File: config.mk
export PLATFORM = sky130hd
export DESIGN_NAME = id_ex_skid_reg
export DESIGN_NICKNAME = d
export VERILOG_FILES = /design/src/rtl/pipe_pkg.sv /design/src/rtl/pipe_skid_ctrl.sv /design/src/rtl/id_ex_skid_reg.sv
export SDC_FILE = /design/constraint.sdc
export NUM_CORES = 1
export LEC_CHECK = 0
export ABC_AREA = 0
export CELL_PAD_IN_SITES_DETAIL_PLACEMENT = 0
export CELL_PAD_IN_SITES_GLOBAL_PLACEMENT = 1
export CORE_MARGIN = 8
export CORE_UTILIZATION = 38
export CTS_CLUSTER_DIAMETER = 60
export DETAILED_ROUTE_END_ITERATION = 7
export PLACE_DENSITY_LB_ADDON = 0.15
export SETUP_SLACK_MARGIN = 0.5
export SYNTH_ARGS = -nofsm -noshare
export SYNTH_HDL_FRONTEND = slang
export SYNTH_HIERARCHICAL = 1
export SYNTH_SLANG_ARGS = --single-unit
File: constraint.sdc
create_clock -name clk -period 2.8 [get_ports clk]
set_clock_uncertainty 0.1 [all_clocks]
set_input_delay 0.7 -clock clk [delete_from_list [all_inputs] [get_ports clk]]
set_output_delay 0.7 -clock clk [all_outputs]
set_load 0.01 [all_outputs]
File: src/rtl/pipe_pkg.sv
// Shared pipeline-stage definitions: default field widths, the ID->EX payload
// layout and the skid-controller state encoding.
package pipe_pkg;

  localparam int DATA_W  = 32;
  localparam int IMM_W   = 16;
  localparam int ALUOP_W = 3;
  localparam int WSEL_W  = 5;

  // The write enable sits in the LSB so a stage can clear it without decoding fields.
  typedef struct packed {
    logic [DATA_W-1:0]  rd1;
    logic [DATA_W-1:0]  rd2;
    logic [IMM_W-1:0]   imm;
    logic               datasrc;
    logic [ALUOP_W-1:0] aluop;
    logic [WSEL_W-1:0]  wsel;
    logic               we;
  } id_ex_bundle_t;

  typedef enum logic [1:0] {
    ST_EMPTY = 2'd0,
    ST_FULL  = 2'd1,
    ST_SKID  = 2'd2
  } skid_state_t;

  function automatic int bundle_width(input int dw, input int iw, input int aw, input int ww);
    return 2 * dw + iw + aw + ww + 2;
  endfunction

endpackage

File: src/rtl/pipe_skid_ctrl.sv
// Payload-agnostic 2-entry skid controller: FSM, registered ready and load
// enables for the main (output) and skid (overflow) registers.
module pipe_skid_ctrl
  import pipe_pkg::*;
(
  input  logic clk,
  input  logic rst,
  input  logic flush,
  input  logic in_valid,
  input  logic out_ready,
  output logic in_ready,
  output logic out_valid,
  output logic load_main_in,
  output logic load_main_skid,
  output logic load_skid,
  output logic clear_main
);

  skid_state_t state, next_state;
  logic accept, rel;

  assign out_valid = (state != ST_EMPTY);
  assign accept    = in_valid & in_ready;
  assign rel       = out_valid & out_ready;

  // ready is precomputed from the next state so out_ready never reaches in_ready combinationally
  always_ff @(posedge clk) begin
    if (rst) begin
      state    <= ST_EMPTY;
      in_ready <= 1'b1;
    end else begin
      state    <= next_state;
      in_ready <= (next_state != ST_SKID);
    end
  end

  always_comb begin
    next_state = state;
    if (flush) begin
      next_state = ST_EMPTY;
    end else begin
      case (state)
        ST_EMPTY: next_state = accept ? ST_FULL : ST_EMPTY;
        ST_FULL: begin
          if (accept && !rel)      next_state = ST_SKID;
          else if (!accept && rel) next_state = ST_EMPTY;
          else                     next_state = ST_FULL;
        end
        ST_SKID:  next_state = rel ? ST_FULL : ST_SKID;
        default:  next_state = ST_EMPTY;
      endcase
    end
  end

  always_comb begin
    load_main_in   = 1'b0;
    load_main_skid = 1'b0;
    load_skid      = 1'b0;
    clear_main     = (next_state == ST_EMPTY);
    if (flush) begin
      load_main_in   = 1'b0;
      load_main_skid = 1'b0;
      load_skid      = 1'b0;
    end else begin
      case (state)
        ST_EMPTY: load_main_in = accept;
        ST_FULL: begin
          load_main_in = accept & rel;
          load_skid    = accept & ~rel;
        end
        ST_SKID:  load_main_skid = rel;
        default: begin
          load_main_in   = 1'b0;
          load_main_skid = 1'b0;
          load_skid      = 1'b0;
        end
      endcase
    end
  end

endmodule

File: src/rtl/id_ex_skid_reg.sv
// ID->EX stage register with valid/ready handshake and 2-entry skid buffer;
// main and skid hold the packed decode bundle.
module id_ex_skid_reg
  import pipe_pkg::*;
#(
  parameter int DATA_W  = pipe_pkg::DATA_W,
  parameter int IMM_W   = pipe_pkg::IMM_W,
  parameter int ALUOP_W = pipe_pkg::ALUOP_W,
  parameter int WSEL_W  = pipe_pkg::WSEL_W
) (
  input  logic               clk,
  input  logic               rst,
  input  logic               flush,
  input  logic               in_valid,
  output logic               in_ready,
  input  logic [DATA_W-1:0]  in_rd1,
  input  logic [DATA_W-1:0]  in_rd2,
  input  logic [IMM_W-1:0]   in_imm,
  input  logic               in_datasrc,
  input  logic [ALUOP_W-1:0] in_aluop,
  input  logic [WSEL_W-1:0]  in_wsel,
  input  logic               in_we,
  output logic               out_valid,
  input  logic               out_ready,
  output logic [DATA_W-1:0]  out_rd1,
  output logic [DATA_W-1:0]  out_rd2,
  output logic [IMM_W-1:0]   out_imm,
  output logic               out_datasrc,
  output logic [ALUOP_W-1:0] out_aluop,
  output logic [WSEL_W-1:0]  out_wsel,
  output logic               out_we
);

  localparam int PW = bundle_width(DATA_W, IMM_W, ALUOP_W, WSEL_W);

  logic [PW-1:0] in_pay, main_q, skid_q;
  logic load_main_in, load_main_skid, load_skid, clear_main;

  assign in_pay = {in_rd1, in_rd2, in_imm, in_datasrc, in_aluop, in_wsel, in_we};
  assign {out_rd1, out_rd2, out_imm, out_datasrc, out_aluop, out_wsel, out_we} = main_q;

  pipe_skid_ctrl u_ctrl (
    .clk            (clk),
    .rst            (rst),
    .flush          (flush),
    .in_valid       (in_valid),
    .out_ready      (out_ready),
    .in_ready       (in_ready),
    .out_valid      (out_valid),
    .load_main_in   (load_main_in),
    .load_main_skid (load_main_skid),
    .load_skid      (load_skid),
    .clear_main     (clear_main)
  );

  // main register; the write-enable bit (LSB) is forced low whenever the stage goes empty
  always_ff @(posedge clk) begin
    if (rst) begin
      main_q <= '0;
    end else begin
      if (load_main_in)        main_q <= in_pay;
      else if (load_main_skid) main_q <= skid_q;
      if (clear_main)          main_q[0] <= 1'b0;
    end
  end

  // overflow register, filled only when main is stalled
  always_ff @(posedge clk) begin
    if (rst) begin
      skid_q <= '0;
    end else if (load_skid) begin
      skid_q <= in_pay;
    end
  end

endmodule
==> summary.md, run 1 <==
| Metric | Value |
|---|---|
| Post-layout instance area | roughly 11,000 sq um |
| GR Util met3 | under 10% |
| Crit-path max FO | 10 |
| Post-synth EDFFs | 0 |
| Final #Nets | about 1,000 |
| WP data arrival | approximately 2500 ps |
| Area after DPL | about 9900 sq um |
| Critical path required time | ~3000 ps |
| Worst skew pair latency | roughly 420 ps |
| Synth Register Bits | about 180 |
| Yosys warning total | 6 |
| Critical path startpoint category | flop |
| Clk pwr share | 39.6% |
| Vias in the first global route | around 6,200 |
| RSZ-0062 raised after global routing | true |
| Start-to-end type of the worst setup path | reg2reg |
| Switching share of power | between 20% and 30% |
| Worst Hold Class | reg2reg |
| Via count | 6,064 |
| Worst slew margin | around two thirds |
| Grt met1 use | between 20% and 30% |
| Post-synth top area share | between 40 and 50% |
| Core ar. | between 15,000 and 20,000 sq um |
| DRT Wirelength | 22,600 um |
| FILL cells | approximately 1,700 |
| Setup violations, final | 0 |
| Outcome | complete, no violations |
| Die W | 157 um |
| CP endpoint kind | flop |
| P_sw | 0.00150 W |
| Syn nets | between 800 and 900 |
| Top-count cell post-synth | dfxtp_1 |
| Die Area | about 25,000 sq um |
| H-tree levels | 4 |
| Post-synthesis sequential area ratio | slightly below 50% |
| Worst-margin pin slew | between 500 and 600 ps |
| Initial Util | between 30 and 40% |
| RePlAce Congestion | 0.764 |
| Initial antenna violation count | 0 |
| PnR worst setup slack | 536 ps |
| Top Ports | 187 |
| Final min period | between 2000 and 2500 ps |
| Combinational share of power | between 10% and 20% |
| Post-synth top cells | dfxtp_1, mux2i_1, nor2b_1, nor2_1, a211oi_1 |
| Leak | around 3.7 nW |
| Share of cells above drive strength 1 | between 20% and 30% |
| Setup_tns | 0 ps |
| Vias per std cell | between 5 and 6 |
| Fin crit share | between 80% and 90% |
| Tot Pwr | around 0.0061 W |
| Cells after synthesis | 721 |
| Post-DP HPWL | roughly 14,000 um |
| Max Cap Violations | 0 |
| Syn-to-layout area delta | 50.3% |
| Pin count of the biggest net entering global routing | 65 |
| Syn Area/Cell | between 10 and 15 sq um |
| Synth Flop Type | dfxtp_1 |
| Drt wl/cell | around 19 um |
| N_diodes | 0 |
| Top post-synthesis cells by area | dfxtp_1, mux2i_1, a211oi_1 |
| Drt pass-1 iters | 4 |
| Overflow after GRT | 0 |
| Synth area leader | dfxtp_1 |
| Total CTS buffers | 17 |
| Worst-path clk slew | about 70 ps |
| Total internal power | roughly 0.0046 W |
| DIE HEIGHT | approximately 160 um |
| # rows | 51 |
| CTS root buffer | clkbuf_16 |
| P per Cell Area | 541 nW/um^2 |
| 1st-iter DRT viols | roughly 250 |
| Place WS | 7.06 ps |
| Clock buffer depth | 2 |
| Sequential share of power | about 46% |
| Hold Vio Cnt, Final | 0 |
| Max-slew violations | 0 |
| Routed Antenna Nets | 0 |
| Post-synth ARST share | 0% |
| Gr usage total | between 15 and 20% |
| Peak VDD IR | 0.406 mV |
| M2 GR Usage | around 28% |
| Hold buffers post-CTS | 0 |
| Gr busiest metal | met2 |
| Cell variety after synth | 28 |
| Cell Area, Synth | 7520 sq um |
| Port buffer count | between 150 and 200 |
| CTS tree | done |
| Global-route wire length before repair | between 30,000 and 40,000 um |
| Clock tree sinks | ~180 |
| Fmax | 442 MHz |
| Residual DRC count | 0 |
power groups by stage:
stage	Clock (W)	Combinational, W	Sequential (W)
2_1_floorplan	0	0.000274	0.00287
3_3_place_gp	0	0.000752	0.00284
3_5_place_dp	0	0.000769	0.00284
4_1_cts	0.00249	0.000780	0.00279
5_1_grt	0.00260	0.000963	0.00280
6_report	0.00242	0.000908	0.00279
per-layer routing:
metal	wire, um	vias up
met3	1170	25
met2	11100	139
met5	0	-
met1	9940	2981
li1	-	2919
met4	355	0
state kept, by name (all words and copies together) (netlist names):
name,flops
u_ctrl/in_ready,1
skid_q,90
main_q,90
u_ctrl/state,2
timing repair:
item,CTS,global route
pin swaps,2,2
gates resized for setup,10,131
gates cloned,0,10
endpoints found under the setup margin,100,172
buffers inserted,3,5
metrics by stage:
stage / instances / utilization (%) / hold slack, ps
after floorplan: 721 / - / 360
after global placement: 1145 / 50.8 / 372
after detailed placement: 1145 / 50.8 / 384
after CTS: 1180 / 54.1 / 401
after global routing: 1195 / 58.1 / 430
final: 1195 / 58.1 / 398
logic make-up (layout without fill, tap and decap cells):
kind of cell	after synthesis	after routing	synth area share [%]
DFF	183	183	48.7
adders and majority gates	2	2	0.333
and+or+nand+nor	194	194	13.1
buffers and inverters	65	274	4.16
AOI/OAI and AO/OA	97	97	9.72
muxes	180	180	24.0
path summary, 6_finish.rpt:
path	endpoint	startpoint	cells after the start	slack [ps]
worst max-delay path	skid_q[64]	u_ctrl/state[0]	10	540
worst min-delay path	skid_q[38]	skid_q[38]	2	400
worst max register to register	skid_q[64]	u_ctrl/state[0]	10	540
worst min register to register	skid_q[38]	skid_q[38]	2	400
cell type report:
type / instances / area (sq um) / share of cell area [%]
clock buffers: 20 / 467 / 4.13
well taps: 265 / 332 / 2.93
clock inverters: 12 / 138 / 1.22
multi-input cells: 473 / 4050 / 35.8
inverters: 4 / 22.5 / 0.199
flip-flops and latches: 183 / 3670 / 32.5
repair buffers: 238 / 2630 / 23.2
critical path: stages, from the launching register on:
cell and delay, ps:
dfxtp_4 380, or2_4 270, and2_4 160, inv_1 90
ha_4 150, nand2_1 90, nor3_4 250, buf_6 200
clkbuf_16 200, mux2i_1 200, nor2_1 60
cell usage in the layout, fill, tap and decap left out, types with 3 or more instances in the layout:
master / n
inv_6: 4
nand2_1: 3
clkdlybuf4s50_1: 182
clkbuf_16: 24
mux2i_1: 177
buf_4: 18
buf_12: 16
nor2_1: 90
nor2b_1: 54
a211oi_2: 59
clkbuf_8: 3
nor2b_2: 30
mux2i_2: 3
a211oi_1: 30
nor2b_4: 7
buf_6: 11
dfxtp_1: 181
No activity file was read; power rests on OpenSTA's default activity.
==> run 2: changes to the inputs <==
==> constraint.sdc (replaced) <==
create_clock -name clk -period 2.4 [get_ports clk]
set_clock_uncertainty 0.1 [all_clocks]
set_input_delay 0.6 -clock clk [delete_from_list [all_inputs] [get_ports clk]]
set_output_delay 0.6 -clock clk [all_outputs]
set_load 0.01 [all_outputs]
==> run 2 against run 1 <==
Design area grew 4.6%. Core utilization rose by 2.7 points. Count of clock-buffer cells in the layout increased by 2. Highest routed layer unchanged. Non-clock buffer count increased by 32. Clock power rose by 24%.
==> summary.md, run 2 (synthesized netlist as in run 1, its figures left out) <==
| Metric | Value |
|---|---|
| Outcome | complete, no violations |
| Max-slew violations | 0 |
| Die W | 157 um |
| Post-DP HPWL | 14,600 um |
| Hold buffers post-CTS | 0 |
| N_diodes | 0 |
| Total CTS buffers | 17 |
| 1st-iter DRT viols | around 230 |
| DIE HEIGHT | around 160 um |
| Routed Antenna Nets | 0 |
| Reg2reg path depth | 12 |
| CTS tree | done |
| Sequential cell area | roughly 3700 sq um |
| Die Area | 24,600 sq um |
| Worst skew pair latency | roughly 430 ps |
| Via count | between 6,000 and 7,000 |
| Critical path startpoint category | flop |
| Critical path required time | about 2600 ps |
| Setup violations, final | 0 |
| CP endpoint kind | flop |
| Reg2reg start | u_ctrl/state[0] |
| CP Launch Point | u_ctrl/state[0] |
| Max Cap Violations | 0 |
| Hold Crit Start | skid_q[18] |
| Area after DPL | roughly 10,000 sq um |
| Commonest non-fill, non-tap cell in the layout | dfxtp_1 |
| Final min period | roughly 2100 ps |
| FILL cells | ~1,600 |
| DRT Wirelength | approximately 24,000 um |
| Hold Vio Cnt, Final | 0 |
| Worst-margin pin slew | between 700 and 800 ps |
| Worst slew margin | between 40% and 50% |
| Crit-path leading delay family | simple AND/OR/NAND/NOR gates |
| RePlAce Congestion | 0.757 |
| Syn-to-layout area delta | 57.1% |
| Critical path depth in cells | 12 |
| CTS root buffer | clkbuf_16 |
| Slowest Stage Delay on Critical Path | ~320 ps |
| Post-layout instance area | 11,800 sq um |
| Critical-path cell list | or2_4, and2_4, inv_2, ha_4, nand2_4, nor3_4, buf_6, buf_6, buf_12, buf_16, mux2i_1, nor2_1 |
| Top Ports | approximately 190 |
| Clock tree sinks | about 180 |
| Slowest cell on crit path | dfxtp_2 |
| P per Cell Area | ~620 nW/um^2 |
| Crit-path max FO | 5 |
| Multi-input logic area | 3960 sq um |
| Vias per std cell | about 5.1 |
| Leak | around 4.4 nW |
| Fmax | 477 MHz |
| Initial antenna violation count | 0 |
| Peak VDD IR | 0.473 mV |
| Hold Crit Depth | 2 |
| Buf/Inv on CP | 5 |
| Initial Util | 38.6% |
| Layout Cells excl Fill | 1,227 |
| Residual DRC count | 0 |
| Global-route wire length before repair | between 30,000 and 40,000 um |
| WP data arrival | 2310 ps |
| Most common cell on crit path | buf_6 |
| Fin crit share | between 80% and 90% |
| Drt wl/cell | about 20 um |
| Overflow after GRT | 0 |
| H-tree levels | 4 |
| Worst hold slack | approximately 390 ps |
| Gr usage total | roughly 19% |
| Worst Hold Class | reg2reg |
| Clock buffer depth | 2 |
| Util after Layout | a little over 60% |
| Port buffer count | around 190 |
| Share of cells above drive strength 1 | 20.8% |
| Tot Pwr | about 0.0073 W |
| Worst-path clk slew | 70 ps |
| RSZ-0062 raised after global routing | true |
| Start-to-end type of the worst setup path | reg2reg |
| Vias in the first global route | slightly below 7,000 |
| Core ar. | between 15,000 and 20,000 sq um |
| Drt pass-1 iters | 4 |
| Placed Cells | 1,154 |
| Most frequent cells in the layout | dfxtp_1, mux2i_1, dlygate4sd2_1 |
| Registers with the most flip-flops | main_q (90), skid_q (90), u_ctrl/state (2) |
| # rows | between 50 and 60 |
| Final #Nets | about 1,000 |
| Pin count of the biggest net entering global routing | 83 |
run 2: final timing paths:
check	slack, ps	endpoint
max	300	skid_q[64]
min	390	skid_q[18]
min reg2reg	390	skid_q[18]
max reg2reg	300	skid_q[64]
run 2: what timing repair did:
action	4_1_cts	5_1_grt
setup buffers	19	3
pin swaps	48	36
resized for setup	210	31
setup endpoints to repair	272	181
cloned	19	1
run 2: area by class of cell:
class                           instances  area share (%)
Clock inverter                          9            1.18
Sequential cell                       183            31.0
Timing Repair Buffer                  270            26.9
Multi-Input combinational cell        473            33.5
Timing Repair inverter                  1           0.138
Tap cell                              265            2.81
Clock buffer                           22            4.18
Inverter                                4           0.233
run 2: layer usage:
layer  up-vias  wire length [um]  share of wire [%]  GRT usage (%)
met5         -                 0                  0              0
met4         0               425                1.8           6.82
met3        28              1200                5.0           4.63
met2       150             12000                 50           33.8
met1      3106             10400                 43           22.7
li1       2995                 -                  -              -
run 2: through the flow:
step	setup WS (ps)	TNS (ps)
floorplan	387	0
global placement	-269	-41880
detailed placement	-309	-45550
CTS	282	0
global route	232	0
finish	305	0
run 2: worst min-delay path, delay by kind of cell (launching register included):
family | cells | cell delay, ps
flops | 1 | 320
simple gates | 1 | 70
mux | 1 | 60
run 2: where the power goes:
group	leakage, nW	internal (W)	switching (W)	total (W)
clock network	0.301	0.00178	0.00121	0.00299
logic	2.56	0.000599	0.000490	0.00109
registers	1.49	0.00317	0.0000782	0.00325
total	4.36	0.00555	0.00178	0.00733
==> run 3: changes to the inputs <==
--- a/config.mk
+++ b/config.mk
@@ -8,7 +8,7 @@
 export ABC_AREA = 0
 export CELL_PAD_IN_SITES_DETAIL_PLACEMENT = 0
 export CELL_PAD_IN_SITES_GLOBAL_PLACEMENT = 1
-export CORE_MARGIN = 8
+export CORE_MARGIN = 3
 export CORE_UTILIZATION = 38
 export CTS_CLUSTER_DIAMETER = 60
 export DETAILED_ROUTE_END_ITERATION = 7
==> run 3 against run 2 <==
Sequential share of layout area fell by 1.2 points. Power fell by 3.1%. Sequential cell count did not move. Worst hold slack improved by 4.3 ps. Register-to-register slack got worse by 60 ps. Count of clock-buffer cells in the layout fell by 3. Combinational power rose by 9%. Die area fell by 12%.
==> summary.md, run 3 (synthesized netlist as in run 1, its figures left out) <==
| Metric | Value |
|---|---|
| Outcome | complete, no violations |
| Global-route wire length before repair | between 30,000 and 40,000 um |
| Worst skew pair latency | 430 ps |
| Hold buffers post-CTS | 0 |
| Slowest Stage Delay on Critical Path | 320 ps |
| Fmax | about 460 MHz |
| Slowest cell on crit path | dfxtp_2 |
| FILL cells | ~1,500 |
| Hold Vio Cnt, Final | 0 |
| Initial Util | between 30% and 40% |
| Initial antenna violation count | 1 |
| Leak | between 4 and 5 nW |
| Core ar. | 19,100 sq um |
| Top Ports | 187 |
| RSZ-0062 raised after global routing | true |
| Worst-margin pin slew | 859 ps |
| Most frequent cells in the layout | dfxtp_1, mux2i_1, dlygate4sd2_1 |
| Port buffer count | approximately 190 |
| Pin count of the biggest net entering global routing | a little under 90 |
| Via count | between 6,000 and 7,000 |
| Overflow after GRT | 0 |
| RePlAce Congestion | slightly above 0.8 |
| Max Cap Violations | 0 |
| Clock buffer depth | 2 |
| Commonest non-fill, non-tap cell in the layout | dfxtp_1 |
| H-tree levels | 4 |
| Worst slew margin | between 40 and 50% |
| Vias per std cell | about 5.2 |
| Worst-path clk slew | approximately 70 ps |
| Routed Antenna Nets | 0 |
| Final min period | between 2000 and 2500 ps |
| Crit-path max FO | 5 |
| Layout Cells excl Fill | 1,229 |
| DIE HEIGHT | about 150 um |
| # rows | 50 |
| Drt wl/cell | ~19 um |
| Final #Nets | approximately 1,100 |
| WP data arrival | around 2400 ps |
| N_diodes | 0 |
| Clock tree sinks | roughly 180 |
| Worst hold slack | just under 400 ps |
| Peak VDD IR | 0.476 mV |
| Critical path startpoint category | flop |
| Vias in the first global route | 6,647 |
| CTS root buffer | clkbuf_16 |
| Drt pass-1 iters | 4 |
| Max-slew violations | 0 |
| Registers with the most flip-flops | main_q (90), skid_q (90), u_ctrl/state (2) |
| Share of cells above drive strength 1 | 27.8% |
| Fin crit share | roughly nine tenths |
| Start-to-end type of the worst setup path | reg2reg |
| Syn-to-layout area delta | 63.7% |
| Residual DRC count | 0 |
| Most common cell on crit path | buf_12 |
| Die W | approximately 150 um |
| Setup violations, final | 0 |
| Crit-path leading delay family | simple AND/OR/NAND/NOR gates |
| DRT Wirelength | about 24,000 um |
| Total CTS buffers | 17 |
| Critical path required time | 2650 ps |
| Worst Hold Class | reg2reg |
| CP endpoint kind | flop |
| Gr usage total | 20.7% |
| P per Cell Area | roughly 580 nW/um^2 |
| Placed Cells | ~1,100 |
| CTS tree | done |
| Buf/Inv on CP | 4 |
| Critical-path cell list | or2_4, and2_4, ha_4, nand2_2, o21ai_2, nor3b_4, buf_6, buf_12, buf_12, buf_12, nor2b_4, a211oi_2 |
| 1st-iter DRT viols | approximately 190 |
| Post-DP HPWL | between 10,000 and 15,000 um |
| Die Area | around 22,000 sq um |
[run 3: changes by cell type in the layout (fill, tap and decap cells not counted), sizes merged]
cell           previous run  this run
clkbuf                   23        28
inv                       4         8
bufinv                    3         1
clkdlybuf4s15             1         0
dlymetal6s2s              0         1
[run 3: power breakdown]
group          internal, W  switching [W]  total (W)
registers          0.00317      0.0000718    0.00324
clock network      0.00144        0.00123    0.00267
logic             0.000664       0.000529    0.00119
total              0.00527        0.00183    0.00710
[run 3: routing by layer]
metal	routed length, um	vias to the layer above	GRT usage (%)
met4	314	2	4.37
met3	1420	26	6.42
met1	10300	3119	25.7
met5	13	-	0
met2	11700	166	35.4
li1	-	3021	-
[run 3: path summary, 6_finish.rpt]
kind	to	cells past startpoint	from	slack, ps
worst max register to register	main_q[21]	12	u_ctrl/state[1]	240
worst max-delay path	main_q[21]	12	u_ctrl/state[1]	240
worst min-delay path	skid_q[44]	2	skid_q[44]	400
worst min register to register	skid_q[44]	2	skid_q[44]	400
[run 3: final cells by class]
cell class	instances	area (sq um)	area share [%]
Sequential cell	183	3670	29.8
Clock inverter	12	119	0.965
Multi-Input combinational cell	473	4390	35.6
Clock buffer	19	433	3.52
Tap cell	260	325	2.64
Inverter	4	31.3	0.254
Timing Repair Buffer	278	3350	27.2
[run 3: worst register-to-register path, cell delays in order, from the launching register on]
cell and delay (ps):
dfxtp_2 320, or2_4 240, and2_4 160, ha_4 150
nand2_2 60, o21ai_2 50, nor3b_4 150, buf_6 130
buf_12 130, buf_12 140, buf_12 130, nor2b_4 120
a211oi_2 200
[run 3: repair_timing]
item | 4_1_cts | 5_1_grt
gates resized for setup | 202 | 117
gates cloned | 15 | 12
buffers inserted | 22 | 2
pin swaps | 65 | 46
endpoints found under the setup margin | 272 | 181
[run 3: metrics by stage]
stage	setup TNS [ps]	setup WS, ps	util (%)	total power [W]	instance area (sq um)
2_1_floorplan	0	387	-	0.00369	7660
6_report	0	241	64.5	0.00710	12300
5_1_grt	0	160	64.5	0.00736	12300
3_3_place_gp	-40160	-262	52.3	0.00420	9980
4_1_cts	0	251	60.2	0.00700	11500
3_5_place_dp	-41740	-303	52.3	0.00422	9980
